===== config.mk =====
export PLATFORM = sky130hd
export DESIGN_NAME = enc_out_streamer
export DESIGN_NICKNAME = d
export VERILOG_FILES = /design/src/rtl/enc_out_streamer.sv
export SDC_FILE = /design/constraint.sdc
export NUM_CORES = 2
export LEC_CHECK = 0
export CORE_AREA = 2 2 616 618
export CTS_BUF_LIST = sky130_fd_sc_hd__clkbuf_4 sky130_fd_sc_hd__clkbuf_8 sky130_fd_sc_hd__clkbuf_16
export CTS_CLUSTER_SIZE = 25
export DETAILED_ROUTE_END_ITERATION = 10
export DIE_AREA = 0 0 618 620
export SETUP_SLACK_MARGIN = 0.05
export SYNTH_ARGS = -nofsm -noshare
export SYNTH_HDL_FRONTEND = slang
export SYNTH_SLANG_ARGS = --single-unit

===== constraint.sdc =====
create_clock -name clk -period 43.2 [get_ports clk]
set_input_delay 8.64 -clock clk [delete_from_list [all_inputs] [get_ports clk]]
set_output_delay 8.64 -clock clk [all_outputs]
set_load 0.01 [all_outputs]

===== src/rtl/enc_out_streamer.sv =====
// Captures the dense encoder's output vector on completion and streams it out LANES elements per beat,
// tracking the argmax of the streamed values. Define ENC_OUT_RELU_EN to clamp negative elements to 0 at capture.
module enc_out_streamer #(
   parameter int BITSIZE  = 16,
   parameter int VEC_SIZE = 92,
   parameter int LANES    = 4
) (
   input  logic                          clk,
   input  logic                          reset,
   input  logic [BITSIZE*VEC_SIZE-1:0]   y_in,
   input  logic                          done_in,
   output logic [BITSIZE*LANES-1:0]      out_data,
   output logic                          out_valid,
   input  logic                          out_ready,
   output logic                          out_last,
   output logic [$clog2(VEC_SIZE):0]     out_index,
   output logic                          busy,
   output logic                          frame_done,
   output logic [$clog2(VEC_SIZE)-1:0]   max_idx,
   output logic [BITSIZE-1:0]            max_val,
   output logic                          drop_flag
);

   localparam int IDXW     = $clog2(VEC_SIZE) + 1;
   localparam int EW       = $clog2(VEC_SIZE);
   localparam int NBEATS   = (VEC_SIZE + LANES - 1) / LANES;
   localparam int LASTBASE = (NBEATS - 1) * LANES;
   localparam logic signed [BITSIZE-1:0] MOST_NEG = {1'b1, {(BITSIZE-1){1'b0}}};

   typedef enum logic {IDLE, STREAM} state_t;

   state_t                     state_q, state_d;
   logic                       done_q;
   logic                       armed_q;
   logic [BITSIZE-1:0]         frame_buf [VEC_SIZE];
   logic [IDXW-1:0]            base_q;
   logic [EW-1:0]              run_idx_q;
   logic signed [BITSIZE-1:0]  run_val_q;
   logic                       capture;
   logic                       accept;
   logic                       final_beat;
   logic [IDXW:0]              lane_pos;
   logic [BITSIZE*LANES-1:0]   beat_data;
   logic [EW-1:0]              beat_idx;
   logic signed [BITSIZE-1:0]  beat_val;

   // A done level already high when reset releases is not a rising edge; armed_q waits for it to go low first.
   assign capture    = done_in & ~done_q & armed_q;
   assign accept     = (state_q == STREAM) & out_ready;
   assign final_beat = (base_q == IDXW'(LASTBASE));

   always_comb begin
      state_d = state_q;
      case (state_q)
         IDLE:    if (capture) state_d = STREAM;
         STREAM:  if (accept && final_beat) state_d = IDLE;
         default: state_d = IDLE;
      endcase
   end

   // Lanes past the vector end read as zero and never compete; ascending lane order keeps ties at the lowest index.
   always_comb begin
      beat_data = '0;
      beat_idx  = run_idx_q;
      beat_val  = run_val_q;
      lane_pos  = '0;
      for (int j = 0; j < LANES; j++) begin
         lane_pos = {1'b0, base_q} + (IDXW+1)'(j);
         if (lane_pos < (IDXW+1)'(VEC_SIZE)) begin
            beat_data[j*BITSIZE +: BITSIZE] = frame_buf[lane_pos[EW-1:0]];
            if ($signed(frame_buf[lane_pos[EW-1:0]]) > beat_val) begin
               beat_val = $signed(frame_buf[lane_pos[EW-1:0]]);
               beat_idx = lane_pos[EW-1:0];
            end
         end
      end
   end

   assign out_valid = (state_q == STREAM);
   assign busy      = (state_q == STREAM);
   assign out_last  = (state_q == STREAM) & final_beat;
   assign out_data  = (state_q == STREAM) ? beat_data : '0;
   assign out_index = base_q;

   always_ff @(posedge clk or posedge reset) begin
      if (reset) begin
         state_q    <= IDLE;
         done_q     <= 1'b0;
         armed_q    <= 1'b0;
         base_q     <= '0;
         run_idx_q  <= '0;
         run_val_q  <= MOST_NEG;
         frame_done <= 1'b0;
         max_idx    <= '0;
         max_val    <= '0;
         drop_flag  <= 1'b0;
      end else begin
         state_q    <= state_d;
         done_q     <= done_in;
         frame_done <= 1'b0;
         if (!done_in) armed_q <= 1'b1;
         if (state_q == IDLE && capture) begin
            base_q    <= '0;
            run_idx_q <= '0;
            run_val_q <= MOST_NEG;
         end else if (accept) begin
            run_idx_q <= beat_idx;
            run_val_q <= beat_val;
            if (final_beat) begin
               base_q     <= '0;
               frame_done <= 1'b1;
               max_idx    <= beat_idx;
               max_val    <= beat_val;
            end else begin
               base_q <= base_q + IDXW'(LANES);
            end
         end
         if (state_q == STREAM && capture) drop_flag <= 1'b1;
      end
   end

   // The frame buffer carries no reset; its contents are only observed after a fresh capture.
   always_ff @(posedge clk) begin
      if (state_q == IDLE && capture) begin
         for (int i = 0; i < VEC_SIZE; i++) begin
`ifdef ENC_OUT_RELU_EN
            frame_buf[i] <= y_in[i*BITSIZE+BITSIZE-1] ? '0 : y_in[i*BITSIZE +: BITSIZE];
`else
            frame_buf[i] <= y_in[i*BITSIZE +: BITSIZE];
`endif
         end
      end
   end

endmodule


# Word-level counts from Yosys, hierarchy flattened

Memories as Yosys holds them, arrays and structs flattened.
Cells that the tools add are included.

Add/sub/neg operators: 4
Order comparisons: 8
Equal/unequal tests: 1
Mux-type cells: 36
Bitwise gates (word level): 7
Reduce and logical (&&, ||, !) cells: 5

Operators with widths:

| cell                                                                   | count |
|---|---|
| 16-bit 2-to-1 mux                                                      | 14 |
| 7-bit 2-to-1 mux                                                       | 10 |
| 16-bit greater-than comparator                                         | 4 |
| 64-bit 2-to-1 mux                                                      | 1 |
| 9-bit by 7-bit < comparator with 1-bit output (second input constant)  | 3 |
| 8-bit 2-to-1 mux                                                       | 3 |
| 8-bit by 2-bit adder with 9-bit output (second input constant)         | 2 |
| 8-bit by 1-bit adder with 9-bit output (second input constant)         | 1 |
| 8-bit by 3-bit adder with 8-bit output (second input constant)         | 1 |
| 8-bit by 7-bit equality test with 1-bit output (second input constant) | 1 |
| 8-bit by 7-bit < comparator with 1-bit output (second input constant)  | 1 |
| 1-bit 2-to-1 mux                                                       | 7 |
| 1-bit bitwise AND                                                      | 4 |
| 1-bit logical AND                                                      | 3 |
| 1-bit inverter                                                         | 3 |
| 3-bit AND reduction                                                    | 1 |
| 1-bit case mux with 2 select lines                                     | 1 |
| 2-bit nonzero test                                                     | 1 |

Register bits: 59
RAM bits: 1472
Bits of input ports: 1476
Logic and storage cells: 72
Memories kept: 1

Memories:

| name      | depth | width | read ports | clocked after Yosys merged registers in | wr ports | RTL line | source |
|---|---|---|---|---|---|---|---|
| frame_buf | 92    | 16    | 4          | 0                                       | 92       | 35       | `logic [BITSIZE-1:0] frame_buf [VEC_SIZE];` |

# Longest topological paths before layout

An unclocked memory read counts as a cell.

Depth after elaboration: 15
Gate-level depth with buffers: 57

# Least setup slack after synthesis

Ideal clock, no wire load.

Kind: input to register
From: input done_in
To: register run_val_q[12]
Arrival: 51.195 ns
Required time: 43.036 ns
Slack: -8.159 ns
Stages: 7
Path buffers: 1
Path through: nand2_1 > nor2_1 > nand2_1 > inv_1 > clkbuf_1 > o21ai_0 > o311a_1

Word-level cells in the longest chain between the ends: 4

Ends and longest elaborated chain:

| item                                                    | RTL line | source |
|---|---|---|
| start: declaration                                      | 11       | `input logic done_in,` |
| 1-bit bitwise AND (*) (2 in a row)                      | 48       | `assign capture = done_in & ~done_q & armed_q;` |
| 1-bit logical AND (*)                                   | 102      | `if (state_q == IDLE && capture) begin` |
| 16-bit 2-to-1 mux or 2-bit nonzero test (tied branches) | --       |  |
| end signal: assignment                                  | 108      | `run_val_q <= beat_val;` |
| end: declaration                                        | 38       | `logic signed [BITSIZE-1:0] run_val_q;` |

Every way passes the cells marked *; elsewhere a longest branch is shown, timed or not.
A chain may end at the register's enable or synchronous reset.

# Worst setup path in the final report

From: register base_q[2], in the netlist out_index[2]
To: output out_data[50]

Word-level cells in the longest chain between the ends: 4

Ends and longest elaborated chain:

| item                                                                                     | RTL line | source |
|---|---|---|
| start: declaration                                                                       | 36       | `logic [IDXW-1:0] base_q;` |
| start signal: assignment                                                                 | 115      | `base_q <= base_q + IDXW'(LANES);` |
| 8-bit by 2-bit adder with 9-bit output (*)                                               | 68       | `lane_pos = {1'b0, base_q} + (IDXW+1)'(j);` |
| memory read 92 x 16 bit or 9-bit by 7-bit < comparator with 1-bit output (tied branches) | --       |  |
| 16-bit 2-to-1 mux (*)                                                                    | 69       | `if (lane_pos < (IDXW+1)'(VEC_SIZE)) begin` |
| 64-bit 2-to-1 mux (*)                                                                    | 82       | `assign out_data = (state_q == STREAM) ? beat_data : '0;` |
| end: declaration                                                                         | 12       | `output logic [BITSIZE*LANES-1:0] out_data,` |

Marks and branches as above.

==> flow_metrics.py <==
metrics = {
    "outcome": {
        "status": "finished clean",
    },
    "critical_path": {
        "rr_worst_depth": 42,
        "cp-end-kind": "primary output",
        "path_max_fanout": 39,
        "cp_data_required_time_ns": 34.56,
        "startpoint": "out_index[2]$_DFFE_PP0P_",
        "reg2reg_slack_ns": 26.92,
        "r2r_start": "out_index[2]$_DFFE_PP0P_",
        "r2r_end": "run_idx_q[6]$_DFFE_PP0P_",
        "worst-setup-path-type": "reg2out",
        "worstPathArrival_ns": 8.20,
        "start_kind": "flip-flop",
    },
    "synth": {
        "yosys_register_bits": 1529,
        "ys_seq_area_frac": 0.740,
        "synthCells": 3123,
        "syn_area_um2": 61700,
        "ys.flop_type": "edfxtp_1",
        "synth-edff-count": 1472,
        "ys_warn_count": 0,
        "yosysUniqueCellTypes": 69,
        "async_reset_ff_frac": 0.0373,
        "synth_area_per_cell_um2": 19.8,
    },
    "clock_tree": {
        "cts.sinks": 1529,
        "post_cts_buffers": 0,
        "cts_resized": 0,
        "cts_buffers": 186,
        "cts-hold-fix-buffers": 0,
        "cts_buffer_depth": 4,
        "clk_pin_slew_ns": 0.06,
        "clk_latency_ns": 0.88,
        "cts-htree-levels": 4,
        "cts_tree": "done",
        "cts-root-buf": "clkbuf_16",
    },
    "floorplan": {
        "start_util": 0.164,
        "ios": 1576,
        "die_h_um": 620,
        "dieWidth_um": 618,
        "core-area_um2": 377000,
        "dieArea_um2": 383000,
        "row_count": 226,
    },
    "routing": {
        "met3WireLength_mm": 22.9,
        "post_drt_wl_per_cell_um": 30.3,
        "wl_met2_mm": 158,
        "vias": 38900,
        "drt_iter0_drc": 3919,
        "firstDrtPassIters": 5,
        "wirelength_mm": 303,
        "met1_length_mm": 113,
        "drc": 0,
        "top_layer": "met5",
        "drt-vias-per-instance": 3.89,
        "antenna_left": 0,
    },
    "sta": {
        "period_minus_slack_ns": 16.84,
        "setup_viol_count_final": 0,
        "tightest_slew_ns": 1.40,
        "finalCritPeriodShare": 0.390,
        "max_freq_mhz": 59.4,
        "hold_viol": 0,
        "setup_tns_ns": 0,
        "slew_viol_final": 0,
        "rsz0062_at_grt": "no",
        "slew_headroom": 0.0655,
        "fin_skew_ns": 0.0596,
    },
    "power_and_ir_drop": {
        "p_total_w": 0.00647,
        "p_per_area_nw_per_um2": 72.2,
        "max-vdd-ir-drop_mv": 0.180,
        "total_leakage_power_nw": 28.8,
    },
    "finish": {
        "fin_nets": 6341,
        "syn_to_final_growth_pct": 45.3,
        "final_layout_size_suffix_gt1_frac": 0.161,
    },
    "global_routing": {
        "grt_pass1_wl_mm": 386,
        "grt-ovfl-total": 0,
        "grtUsageTotal": 0.152,
        "antenna_found_initial": 159,
        "grt_max_degree": 168,
        "first_global_vias": 39800,
    },
    "place": {
        "place_congestion": 0.888,
        "io_buffers": 1573,
        "hpwl_mm": 245,
    },
    "worst_hold_path": {
        "hp-start": "drop_flag$_DFFE_PP0P_",
        "min_path_type": "reg2reg",
        "min_to": "drop_flag$_DFFE_PP0P_",
        "min_path_cells": 1,
    },
    "job": {
        "max_cap_violations": 0,
    },
}
-- cell families (layout without fill, tap and decap cells) --
family | Yosys count | after routing | share of synthesized area
and+or+nand+nor | 446 | 446 | 0.0337
adders and majority gates | 65 | 65 | 0.0132
other | 1 | 51 | 0.0000608
muxes | 531 | 531 | 0.163
AOI/OAI and AO/OA | 318 | 318 | 0.0313
buffers and inverters | 233 | 2056 | 0.0188
DFF | 1529 | 1529 | 0.740
-- final cells by class --
| class | instances | area [um^2] |
|---|---|---|
| Timing Repair Buffer | 1667 | 16500 |
| Inverter | 54 | 210 |
| Antenna cell | 49 | 123 |
| Fill cell | 38900 | 288000 |
| Clock inverter | 116 | 1030 |
| Multi-Input combinational cell | 1362 | 14900 |
| Sequential cell | 1529 | 45600 |
| Tap cell | 5016 | 6280 |
| Clock buffer | 219 | 4930 |
-- metrics by stage --
| step | hold slack (ns) | instance area (um^2) | setup slack, ns | std cells | util |
|---|---|---|---|---|---|
| global placement | 0.450 | 83500 | 26.46 | 9626 | 0.221 |
| finish | 0.463 | 89600 | 26.36 | 10000 | 0.238 |
| floorplan | 0.435 | 61700 | 14.25 | 3124 | - |
| CTS | 0.471 | 89500 | 25.96 | 9963 | 0.237 |
| detailed placement | 0.453 | 83600 | 26.67 | 9628 | 0.221 |
| global route | 0.502 | 89500 | 25.63 | 9977 | 0.237 |
-- registers in the layout (all words and copies together) (netlist names) --
| register | count |
|---|---|
| drop_flag | 1 |
| frame_done | 1 |
| frame_buf | 1472 |
| done_q | 1 |
| run_val_q | 16 |
| max_idx | 7 |
| max_val | 16 |
| busy | 1 |
| run_idx_q | 7 |
| armed_q | 1 |
| out_index | 6 |
-- worst max-delay path: stages, from the launching register on --
cell,delay (ns)
dfrtp_4,0.88
buf_4,0.69
buf_4,0.62
buf_4,0.67
buf_4,0.47
buf_4,0.62
buf_4,0.70
mux4_2,0.59
mux4_2,0.55
nor2_1,0.12
a21oi_1,0.11
buf_4,0.24
and3_1,0.18
clkdlybuf4s50_1,0.66
-- layer usage --
layer | track usage | vias up
li1 | - | 16200
met1 | 0.174 | 20200
met2 | 0.275 | 2028
met3 | 0.0408 | 461
met4 | 0.0442 | 66
met5 | 0 | -
-- cells in the final DEF, fill, tap and decap left out, types with 11 or more instances in the layout --
cell type	n
nor3_1	38
nand2_1	156
a21oi_1	81
clkinv_2	24
clkdlybuf4s50_1	1573
clkbuf_4	30
ha_1	65
o21ai_1	21
clkinv_1	43
a21o_1	11
buf_4	90
and3_1	37
o311a_1	12
nor2_1	103
o21ai_0	140
nand3_1	37
nor2b_1	22
nand4_1	16
dfrtp_1	51
clkbuf_16	187
and2_1	16
inv_6	11
mux2i_1	148
inv_1	51
mux4_2	378
diode_2	49
clkinv_4	11
edfxtp_1	1472
-- worst max path at each step --
| stage | to | slack, ns | cells after the start |
|---|---|---|---|
| CTS | out_data[50] | 25.96 | 13 |
| detailed placement | run_idx_q[6]$_DFFE_PP0P_ | 26.67 | 42 |
| finish | out_data[50] | 26.36 | 13 |
| global placement | run_idx_q[3]$_DFFE_PP0P_ | 26.46 | 40 |
| global route | run_idx_q[6]$_DFFE_PP0P_ | 25.63 | 42 |
| floorplan | run_val_q[12]$_DFFE_PP0P_ | 14.25 | 7 |
-- where the power goes --
group / internal, W / switching (W) / total (W) / leakage, nW
registers: 0.00165 / 0.0000222 / 0.00167 / 13.9
logic: 0.00121 / 0.00204 / 0.00324 / 12.0
clock network: 0.000883 / 0.000671 / 0.00155 / 2.95
-- synth_stat cells (3+ instances only) --
library cell / number / area, um^2
edfxtp_1: 1472 / 44200
mux4_2: 378 / 8510
o21ai_0: 161 / 806
nand2_1: 157 / 589
mux2i_1: 148 / 1480
nor2_1: 103 / 387
a21oi_1: 81 / 405
clkbuf_1: 74 / 278
ha_1: 65 / 813
dfrtp_1: 56 / 1400
inv_1: 54 / 203
buf_2: 52 / 260
nor3_1: 38 / 190
and3_1: 37 / 231
nand3_1: 37 / 185
buf_4: 24 / 180
nor2b_1: 22 / 138
and2_1: 16 / 100
nand4_1: 16 / 100
buf_1: 13 / 48.8
buf_6: 13 / 146
o311a_1: 12 / 120
a21o_1: 11 / 82.6
o21a_1: 7 / 52.6
a31oi_1: 6 / 37.5
a32o_1: 5 / 50.1
nand2b_1: 4 / 25.0
a211o_1: 3 / 26.3
a211oi_1: 3 / 22.5
o211ai_1: 3 / 22.5
o31ai_1: 3 / 22.5
or2_2: 3 / 18.8
or3_1: 3 / 18.8
Note: power is estimated with default switching activity, not from simulation.
